===== src/rtl/uart_rx_buf_if.sv =====
// uart_rx_buf_if: byte stream from the UART receive buffer to its consumer.
// Signals:
//   out_data   head byte of the receive FIFO (0x00 when empty)
//   out_valid  FIFO non-empty
//   in_ready   consumer takes the head byte on out_valid & in_ready
//   out_count  bytes currently held
// master = receive buffer side, slave = consumer side.
interface uart_rx_buf_if #(
    parameter int fifo_depth = 16
);
    logic [7:0]                  out_data;
    logic                        out_valid;
    logic                        in_ready;
    logic [$clog2(fifo_depth):0] out_count;
    modport master (output out_data, out_valid, out_count, input in_ready);
    modport slave (input out_data, out_valid, out_count, output in_ready);
endinterface


===== src/rtl/uart_rx_buf.sv =====
// uart_rx_buf: 8N1 UART receiver with an oversampling FSM feeding a first-word-fall-through FIFO.
// Ports:
//   clk            system clock
//   resetn         synchronous active-low reset
//   in_rx          asynchronous serial line, idle high
//   rx_if          byte stream out (data/valid/ready/count)
//   out_frame_err  one-cycle pulse when a stop bit samples low
//   out_overflow   one-cycle pulse when a good byte is dropped on a full FIFO
module uart_rx_buf #(
    parameter int clocks_per_bit = 4,
    parameter int fifo_depth     = 16
) (
    input  logic          clk,
    input  logic          resetn,
    input  logic          in_rx,
    uart_rx_buf_if.master rx_if,
    output logic          out_frame_err,
    output logic          out_overflow
);
    localparam int CW = $clog2(clocks_per_bit);
    localparam int AW = $clog2(fifo_depth);
    localparam logic [CW-1:0] HALF_M1 = CW'(clocks_per_bit / 2 - 1);
    localparam logic [CW-1:0] LAST = CW'(clocks_per_bit - 1);
    typedef enum logic [2:0] {IDLE, START, DATA, STOP, WAIT_HIGH} state_t;
    state_t        state_q, state_d;
    logic          s1_q, rx_s_q;
    logic [CW-1:0] cyc_q, cyc_d;
    logic [2:0]    bit_q, bit_d;
    logic [7:0]    shift_q, shift_d;
    logic          push_q, push_d, ferr_q, ferr_d, ovf_q, ovf_d;
    logic [7:0]    mem [fifo_depth];
    logic [AW-1:0] wr_q, rd_q;
    logic [AW:0]   count_q, count_d;
    logic          pop, full, wr_en, stop_smp;
    always_ff @(posedge clk) begin
        if (!resetn) begin
            s1_q    <= 1'b1;
            rx_s_q  <= 1'b1;
            state_q <= IDLE;
            cyc_q   <= '0;
            bit_q   <= '0;
            shift_q <= '0;
            push_q  <= 1'b0;
            ferr_q  <= 1'b0;
            ovf_q   <= 1'b0;
            wr_q    <= '0;
            rd_q    <= '0;
            count_q <= '0;
        end else begin
            s1_q    <= in_rx;
            rx_s_q  <= s1_q;
            state_q <= state_d;
            cyc_q   <= cyc_d;
            bit_q   <= bit_d;
            shift_q <= shift_d;
            push_q  <= push_d;
            ferr_q  <= ferr_d;
            ovf_q   <= ovf_d;
            wr_q    <= wr_q + AW'(wr_en);
            rd_q    <= rd_q + AW'(pop);
            count_q <= count_d;
        end
    end
    always_ff @(posedge clk) begin
        if (wr_en) mem[wr_q] <= shift_q;
    end
    always_comb begin
        state_d = state_q;
        cyc_d   = (cyc_q == LAST) ? '0 : cyc_q + CW'(1);
        bit_d   = bit_q;
        shift_d = shift_q;
        case (state_q)
            IDLE: begin
                cyc_d = '0;
                if (!rx_s_q) state_d = START;
            end
            START: begin
                if (cyc_q == HALF_M1) begin
                    cyc_d   = '0;
                    bit_d   = '0;
                    state_d = rx_s_q ? IDLE : DATA;
                end
            end
            DATA: begin
                if (cyc_q == LAST) begin
                    shift_d = {rx_s_q, shift_q[7:1]};
                    bit_d   = bit_q + 3'd1;
                    if (bit_q == 3'd7) state_d = STOP;
                end
            end
            STOP: begin
                if (cyc_q == LAST) state_d = rx_s_q ? IDLE : WAIT_HIGH;
            end
            WAIT_HIGH: begin
                if (rx_s_q) state_d = IDLE;
            end
            default: state_d = IDLE;
        endcase
    end
    // The received byte is held in shift_q until push_q writes it one cycle after the stop sample.
    always_comb begin
        stop_smp = (state_q == STOP) && (cyc_q == LAST);
        push_d   = stop_smp & rx_s_q;
        ferr_d   = stop_smp & ~rx_s_q;
    end
    // A full FIFO still accepts a push when a pop frees the head in the same cycle.
    always_comb begin
        pop     = rx_if.out_valid & rx_if.in_ready;
        full    = count_q == (AW+1)'(fifo_depth);
        wr_en   = push_q & (~full | pop);
        ovf_d   = push_q & full & ~pop;
        count_d = count_q + (AW+1)'(wr_en) - (AW+1)'(pop);
    end
    assign rx_if.out_valid = count_q != '0;
    assign rx_if.out_count = count_q;
    assign rx_if.out_data  = rx_if.out_valid ? mem[rd_q] : 8'h00;
    assign out_frame_err   = ferr_q;
    assign out_overflow    = ovf_q;
endmodule


===== src/flat_wrapper.sv =====
// flat-port wrapper written by rule: the top's interface ports become plain ports
module uart_rx_buf_flat 
#(
    parameter int clocks_per_bit = 4,
    parameter int fifo_depth     = 16
)
  (clk, resetn, in_rx, out_frame_err, out_overflow, rx_if_out_data, rx_if_out_valid, rx_if_out_count, rx_if_in_ready);
  uart_rx_buf_if #(.fifo_depth(fifo_depth)) rx_if_i ();
  input  logic clk;
  input  logic resetn;
  input  logic in_rx;
  output logic out_frame_err;
  output logic out_overflow;
  output wire logic [$bits(rx_if_i.out_data)-1:0] rx_if_out_data;
  output wire logic [$bits(rx_if_i.out_valid)-1:0] rx_if_out_valid;
  output wire logic [$bits(rx_if_i.out_count)-1:0] rx_if_out_count;
  input wire logic [$bits(rx_if_i.in_ready)-1:0] rx_if_in_ready;
  assign rx_if_out_data = rx_if_i.out_data;
  assign rx_if_out_valid = rx_if_i.out_valid;
  assign rx_if_out_count = rx_if_i.out_count;
  assign rx_if_i.in_ready = rx_if_in_ready;
  uart_rx_buf #(.clocks_per_bit(clocks_per_bit), .fifo_depth(fifo_depth)) u_core (.clk(clk), .resetn(resetn), .in_rx(in_rx), .rx_if(rx_if_i), .out_frame_err(out_frame_err), .out_overflow(out_overflow));
endmodule

===== config.mk =====
export PLATFORM = sky130hd
export DESIGN_NAME = uart_rx_buf_flat
export DESIGN_NICKNAME = d
export VERILOG_FILES = /design/src/rtl/uart_rx_buf_if.sv /design/src/rtl/uart_rx_buf.sv /design/src/flat_wrapper.sv
export SDC_FILE = /design/constraint.sdc
export NUM_CORES = 1
export LEC_CHECK = 0
export CORE_MARGIN = 2
export CORE_UTILIZATION = 23
export CTS_CLUSTER_SIZE = 28
export DETAILED_ROUTE_END_ITERATION = 6
export GPL_TIMING_DRIVEN = 0
export SETUP_SLACK_MARGIN = 0.15
export SLEW_MARGIN = 10
export SYNTH_ARGS = -nofsm -noshare
export SYNTH_HDL_FRONTEND = slang
export SYNTH_SLANG_ARGS = --single-unit

===== constraint.sdc =====
create_clock -name clk -period 6.9 [get_ports clk]
set_input_delay 1.035 -clock clk [delete_from_list [all_inputs] [get_ports clk]]
set_output_delay 1.035 -clock clk [all_outputs]
set_load 0.1 [all_outputs]

# ---- Word-level counts from Yosys, hierarchy flattened
# Memory sizes are Yosys's and may differ from the RTL's. A register that Yosys moved wholly into a read port is not among the register bits.
# Index checks and enable logic that the tools add are counted.
dict set report word_totals {
  register_bits 34
  ramBits 128
  out_inout_bits 16
  n_memories 1
  word_cells 69
}
dict set report classes {
  addsub 6
  bitwise 10
  reduce_logical 7
  n_eq_ne 14
  muxes 19
}
# memory depth word_bits rd rd_clocked_by_memory_dff write_ports line_no
set mem_list {}
lappend mem_list {u_core.mem 16 8 1 1 1 uart_rx_buf.sv:31} ;# logic [7:0] mem [fifo_depth];
# op n
set ops {}
lappend ops {{$mux 3} 9}
lappend ops {{$pmux 3 s5} 1}
lappend ops {{$ne 2x1->1 const B} 5}
lappend ops {{$add 4x1->4} 2}
lappend ops {{$mux 8} 1}
lappend ops {{$and 1x1->1} 6}
lappend ops {{$eq 3x2->1 const B} 2}
lappend ops {{$eq 3x3->1 const B} 2}
lappend ops {{$mux 2} 3}
lappend ops {{$pmux 3 s2} 1}
lappend ops {{$reduce_and 6->1} 1}
lappend ops {{$add 5x1->5} 1}
lappend ops {{$eq 5x5->1 const B} 1}
lappend ops {{$reduce_bool 5->1} 1}
lappend ops {{$sub 5x1->5} 1}
lappend ops {{$mux 4} 1}
lappend ops {{$pmux 2 s2} 1}
lappend ops {{$add 3x1->3 const B} 1}
lappend ops {{$eq 3x1->1 const B} 1}
lappend ops {{$logic_not 3->1} 1}
lappend ops {{$not 1->1} 3}
lappend ops {{$reduce_and 3->1} 1}
lappend ops {{$add 2x1->2 const B} 1}
lappend ops {{$eq 2x1->1 const B} 1}
lappend ops {{other kinds (7)} 8}

# ---- Longest topological paths before layout
# Gate-level depths: netlist (run 1).
dict set report logic_depth {
  depth_word 6
  ltp_mapped 14
}

# ---- Worst setup path after synthesis (run 1)
# OpenSTA, ideal clock, no wires.
dict set report synth_timing {
  path_kind {flip-flop to output port}
  start {reg u_core.count_q[2], in the netlist u_core.rx_if.out_count[2]}
  end {out rx_if_out_data[0]}
  stages_incl_launch_ff 7
  path_buffers 1
  slack_ns 2.167
  t_arrival_ns 3.698
  required_ns 5.865
  path_cell_list {dfxtp_1 -> inv_1 -> ha_1 -> or4b_2 -> buf_2 -> o21ai_0 -> a21oi_1}
}
dict set report synth_via {
  elab_chain_len 2
}
# element line_no
set synth_rtl {}
lappend synth_rtl {{start: declaration} uart_rx_buf.sv:33} ;# logic [AW:0] count_q, count_d;
lappend synth_rtl {{start signal: assignment} uart_rx_buf.sv:61} ;# count_q <= count_d;
lappend synth_rtl {{$reduce_bool 5->1} uart_rx_buf.sv:114} ;# assign rx_if.out_valid = count_q != '0;
lappend synth_rtl {{via rx_if_out_valid} flat_wrapper.sv:15} ;# output wire logic [$bits(rx_if_i.out_valid)-1:0] rx_if_out_valid;
lappend synth_rtl {{$mux 8} uart_rx_buf.sv:116} ;# assign rx_if.out_data = rx_if.out_valid ? mem[rd_q] : 8'h00;
lappend synth_rtl {{end: declaration} flat_wrapper.sv:14} ;# output wire logic [$bits(rx_if_i.out_data)-1:0] rx_if_out_data;
# The timed path passes the listed nets, and every way through them passes these cells.

==> metrics.csv, run 1 <==
metric,value,unit
status,"finished, final reports clean",
syn_area,6590,sq um
ioPinCount,20,
setup-tns-final,0,ns
fin_crit_sh,63.0,%
grt_first_pass_wirelength,20200,um
yosys.area.top_type,edfxtp_1,
antenna_found_initial,0,
synth.area.top_cells,"edfxtp_1, dfxtp_1, mux4_2",
async_flop_share,0,%
slew_headroom,33.7,%
synth-seq-cells,162,
initial_core_util,23.5,%
drt_iter0_drc,251,
setup_slack,2.55,ns
cts_inserted_buffers,17,
synth_edf_count,128,
layout_min_cycle_time,4.35,ns
routed_via_density,4.15,
fmax,230,MHz
ys_seq_area_share,68.7,%
post_dp_cell_area,7260,sq um
syn_avg_cell_area,16.7,sq um
yosysMostFrequentCell,edfxtp_1,
die_w,173,um
cts_setup_buffers,0,
die-area,30000,sq um
synth_ff_type,edfxtp_1,
routed_wl,12900,um
final-hold-violation-count,0,
powerDensity,356,nW/um^2
root_buffer,clkbuf_16,
vdd_ir_drop_max,0.327,mV
grt-ovfl-total,0,
htreeDepth,4,
hold_path.class,reg -> reg,
setup-violations-final,0,
via_count,3420,
cts.sinks,162,
yosysWarningCount,0,
ys_types,40,
rsz0062_at_grt,false,
tritoncts,done,
cts_resized,0,
max-cap-violations,0,
globalplace.congestion,0.798,
track_usage,8.93,%
rows,61,
start_kind,register,
clock_path_buffers,2,
grt_start_max_net_pins,19,
grt_pass1_vias,3605,
drtPass1Iterations,4,
postLayoutCellArea,7880,sq um
end_kind,primary output,
cp_max_fo,10,
post-place-ws,2.64,ns
worst_pin_slew,0.992,ns
postCtsHoldBufs,0,
path_clk_slew,0.07,ns
worstSetupPathType,reg -> out,
wl_per_cell,15.6,um
whs,0.409,ns
area_delta_synth_final,19.7,%
hpwlAfterDp,8630,um
antenna_left,0,
syn_nets,413,
drive_gt1_share,18.6,%
insertion_delay,0.42,ns
drc_errors,0,
core-area,28000,sq um
power,0.00280,W
synth_top_area_share,58.4,%
drv_slew,0,
final_nets,451,
crit_required,5.86,ns
finClkSkew,0.0106,ns
netlist_instances,395,
dieHeight,173,um
p_leak,2.57,nW
nFillCells,2758,
arrival,3.31,ns
port_buffers,19,
antenna_cells,0,
yosys-top-cells-count,"edfxtp_1, dfxtp_1, nor2_1, a21oi_1, nand2_1",
-- kinds of logic (layout without fill, tap and decap cells) --
kind of cell | Yosys count | count (layout) | synth area share [%]
XOR/XNOR | 8 | 8 | 1.06
AO/OA/AOI/OAI | 39 | 39 | 3.31
flip-flops | 162 | 162 | 68.7
AND/OR/NAND/NOR | 90 | 90 | 6.78
multiplexers | 49 | 49 | 14.6
buffers and inverters | 33 | 84 | 2.75
adder cells (fa/ha/maj) | 14 | 14 | 2.77
-- registers in the layout, indices dropped and copies added, names as in the netlist --
name	count
u_core.out_overflow	1
u_core.rx_s_q	1
u_core.wr_q	4
u_core.bit_q	3
u_core.s1_q	1
u_core.push_q	1
u_core.cyc_q	2
u_core.rx_if.out_count	5
u_core.out_frame_err	1
u_core.shift_q	8
u_core.rd_q	4
u_core.state_q	3
u_core.mem	128
-- power by group --
part	internal, W	switching, W
clock network	0.000550	0.000411
registers	0.00105	0.0000182
logic	0.000257	0.000512
total	0.00186	0.000941
-- worst paths after layout --
check / end / startpoint / cells past startpoint / slack (ns)
max reg2reg: u_core.mem[12][4]$_DFFE_PP_ / u_core.rx_if.out_count[2]$_SDFF_PN0_ / 6 / 3.87
min reg2reg: u_core.rx_s_q$_SDFF_PN1_ / u_core.s1_q$_SDFF_PN1_ / 1 / 0.41
max: rx_if_out_data[1] / u_core.rd_q[2]$_SDFF_PN0_ / 7 / 2.55
min: u_core.rx_s_q$_SDFF_PN1_ / u_core.s1_q$_SDFF_PN1_ / 1 / 0.41
-- placed cells by master, fill, tap and decap left out, types with 5 or more instances in the layout --
| cell | n |
|---|---|
| and2_1 | 5 |
| o21ai_1 | 6 |
| clkbuf_16 | 17 |
| nand2b_1 | 9 |
| mux2i_1 | 8 |
| nand3_1 | 5 |
| inv_1 | 12 |
| mux4_1 | 13 |
| nor2_1 | 27 |
| mux4_2 | 20 |
| nand2_1 | 22 |
| a21oi_1 | 22 |
| dfxtp_1 | 34 |
| clkdlybuf4s50_1 | 19 |
| mux2_2 | 8 |
| ha_1 | 13 |
| buf_2 | 8 |
| clkbuf_1 | 6 |
| edfxtp_1 | 128 |
-- final cells by class --
cell class | instances | area (sq um) | area share, %
Sequential cell | 162 | 4520 | 57.4
Tap cell | 378 | 473 | 6.00
Clock inverter | 15 | 189 | 2.40
Buffer | 21 | 136 | 1.73
Multi-Input combinational cell | 200 | 1900 | 24.1
Clock buffer | 17 | 425 | 5.40
Inverter | 12 | 45.0 | 0.571
Timing Repair Buffer | 19 | 190 | 2.41
-- critical path, cell delays in order, from the launching register on --
cell             delay (ns)
dfxtp_1                0.31
buf_2                  0.19
clkbuf_1               0.52
mux4_1                 0.40
mux2_2                 0.29
o21ai_1                0.13
a21oi_1                0.08
clkdlybuf4s50_1        0.98
-- metal layers --
metal | GRT usage, % | share of wire (%) | up-vias
li1 | - | - | 1599
met1 | 11.6 | 47 | 1752
met2 | 14.6 | 48 | 59
met3 | 2.33 | 3.5 | 10
met4 | 2.61 | 0.89 | 0
met5 | 0 | 0 | -
-- through the flow --
stage / util [%] / cells
floorplan: - / 395
global placement: 25.9 / 792
detailed placement: 25.9 / 792
CTS: 28.1 / 824
global route: 28.1 / 824
finish: 28.1 / 824
(Power assumes the default switching activity.)
==> run 2: changes to the inputs <==
==> constraint.sdc (replaced) <==
create_clock -name clk -period 3.9 [get_ports clk]
set_input_delay 0.585 -clock clk [delete_from_list [all_inputs] [get_ports clk]]
set_output_delay 0.585 -clock clk [all_outputs]
set_load 0.1 [all_outputs]
==> run 2 against run 1 <==
Effect of this change:
- die area unchanged
- critical path depth is the same
- clock-buffer cell count increased by 1
- worst setup slack got worse by 2.2 ns
- sequential share of layout area about the same
- via count rose by 0.70%
==> metrics.csv, run 2 (same netlist as run 1, synthesis figures left out) <==
metric,value,unit,change
layout_min_cycle_time,3.55,ns,
vdd_ir_drop_max,0.527,mV,+61%
setup-tns-final,0,ns,unchanged
max-cap-violations,0,,unchanged
grt_start_max_net_pins,19,,unchanged
powerDensity,626,nW/um^2,+76%
largest_reg_flops,128,,unchanged
clock_path_buffers,2,,unchanged
hpwlAfterDp,8800,um,+2.0%
drive_gt1_share,19.7,%,+1.1 points
worst_pin_slew,1.32,ns,+0.330 ns
cpPeakStageDelay,0.88,ns,-0.10 ns
root_buffer,clkbuf_16,,
final-hold-violation-count,0,,unchanged
cts_inserted_buffers,17,,unchanged
cp_max_fo,10,,unchanged
grt_first_pass_wirelength,20300,um,+0.79%
layout_commonest_cell,edfxtp_1,,
drt_iter0_drc,267,,+6.4%
grt_pass1_vias,3569,,-1.0%
drtPass1Iterations,4,,unchanged
routed_via_density,4.18,,+0.70%
status,"finished, final reports clean",,
antenna_cells,0,,unchanged
wl_per_cell,16.1,um,+3.0%
post-place-ws,0.0713,ns,-2.57 ns
die-area,30000,sq um,unchanged
end_kind,primary output,,
slowest_stage,dlygate4sd2_1,,
rsz0062_at_grt,false,,
routed_wl,13300,um,+3.0%
setup_slack,0.347,ns,-2.20 ns
grt-ovfl-total,0,,unchanged
whs,0.416,ns,+0.00687 ns
start_kind,register,,
tritoncts,done,,
path_clk_slew,0.07,ns,about the same
finClkSkew,0.0110,ns,+0.000443 ns
ioPinCount,20,,unchanged
dieHeight,173,um,unchanged
final_cell_mix,"edfxtp_1, dfxtp_1, nor2_1",,
fin_crit_sh,91.1,%,
final_nets,451,,unchanged
antenna_left,0,,unchanged
initial_core_util,23.5,%,unchanged
drv_slew,0,,unchanged
switching_share,33.9,%,+0.30 points
nFillCells,2800,,+1.5%
rows,61,,unchanged
p_clk_share,34.2,%,about the same
layout.cells.non_filler,824,,unchanged
antenna_found_initial,0,,unchanged
power_frac_comb,27.3,%,about the same
core-area,28000,sq um,unchanged
worstSetupPathType,reg -> out,,
regArea,4520,sq um,unchanged
p_int,0.00326,W,+75%
fmax,281,MHz,
drc_errors,0,,unchanged
area_delta_synth_final,19.7,%,about the same
multi_input_area,1920,sq um,+1.3%
cts_setup_buffers,0,,unchanged
crit_chain,buf_2 > clkbuf_1 > mux4_2 > mux2_2 > o21ai_1 > a21oi_2 > dlygate4sd2_1,,
track_usage,9.07,%,+0.15 points
htreeDepth,4,,unchanged
setup-violations-final,0,,unchanged
insertion_delay,0.43,ns,about the same
cts.sinks,162,,unchanged
arrival,2.97,ns,-0.34 ns
postCtsHoldBufs,0,,unchanged
slew_headroom,11.2,%,-22 points
die_w,173,um,unchanged
p_seq_share,38.5,%,+0.2 points
hold_path.class,reg -> reg,,
via_count,3444,,+0.70%
top_register,u_core.mem,,
postLayoutCellArea,7880,sq um,about the same
globalplace.congestion,0.802,,+0.55%
power_switching,0.00167,W,+77%
crit_required,3.31,ns,-2.55 ns
post_dp_cell_area,7290,sq um,+0.41%
dp_cells,792,,unchanged
port_buffers,19,,unchanged
p_leak,2.58,nW,+0.44%
-- run 2: area by class of cell --
type,count,share of cell area (%)
tap,378,6.00
timing repair buffer,19,2.29
clock inverter,14,2.13
clock buffer,18,5.45
sequential,162,57.4
buffer,21,1.73
multi-input combinational,200,24.4
inverter,12,0.572
-- run 2: timing repair --
item / in CTS / in global routing
resized for setup: 8 / 0
hold endpoints to repair: 0 / 0
endpoints found under the setup margin: 8 / 0
-- run 2: final timing paths --
kind	start	to	slack, ns	cells after the start
worst min-delay path	u_core.s1_q$_SDFF_PN1_	u_core.rx_s_q$_SDFF_PN1_	0.42	1
worst min register to register	u_core.s1_q$_SDFF_PN1_	u_core.rx_s_q$_SDFF_PN1_	0.42	1
worst max-delay path	u_core.rd_q[2]$_SDFF_PN0_	rx_if_out_data[7]	0.35	7
worst max register to register	u_core.rx_if.out_count[2]$_SDFF_PN0_	u_core.mem[2][4]$_DFFE_PP_	0.77	6
-- run 2: metal layers --
metal | track usage (%) | share of wire [%] | up-vias
li1 | - | - | 1596
met5 | 0 | 0 | -
met4 | 2.82 | 1.2 | 0
met2 | 14.4 | 48 | 81
met1 | 12.0 | 47 | 1753
met3 | 2.57 | 4.0 | 14
-- run 2: worst max-delay path: cells and delay by family (launching register included) --
family | cells | cell delay [ns]
AOI/OAI and AO/OA | 2 | 0.20
buffers and inverters | 3 | 1.56
DFF | 1 | 0.30
muxes | 2 | 0.48
-- run 2: per-stage QoR --
step	power, W	util (%)
6_report	0.00493	28.1
5_1_grt	0.00512	28.1
4_1_cts	0.00497	28.1
3_5_place_dp	0.00333	26.0
3_3_place_gp	0.00331	26.0
2_1_floorplan	0.00302	-
-- run 2: power groups by stage --
stage / Combinational, W / Clock [W] / Sequential (W)
finish: 0.00135 / 0.00169 / 0.00190
global route: 0.00142 / 0.00179 / 0.00190
global placement: 0.00138 / 0 / 0.00193
CTS: 0.00136 / 0.00171 / 0.00190
floorplan: 0.000951 / 0 / 0.00207
detailed placement: 0.00139 / 0 / 0.00194
==> run 3: changes to the inputs <==
--- a/config.mk
+++ b/config.mk
@@ -7,6 +7,7 @@
 export LEC_CHECK = 0
 export CORE_MARGIN = 2
 export CORE_UTILIZATION = 23
+export CTS_CLUSTER_DIAMETER = 50
 export CTS_CLUSTER_SIZE = 28
 export DETAILED_ROUTE_END_ITERATION = 6
 export GPL_TIMING_DRIVEN = 0
==> results of run 3 <==
Same layout as run 2: the final DEF is identical, and so are final timing and power.
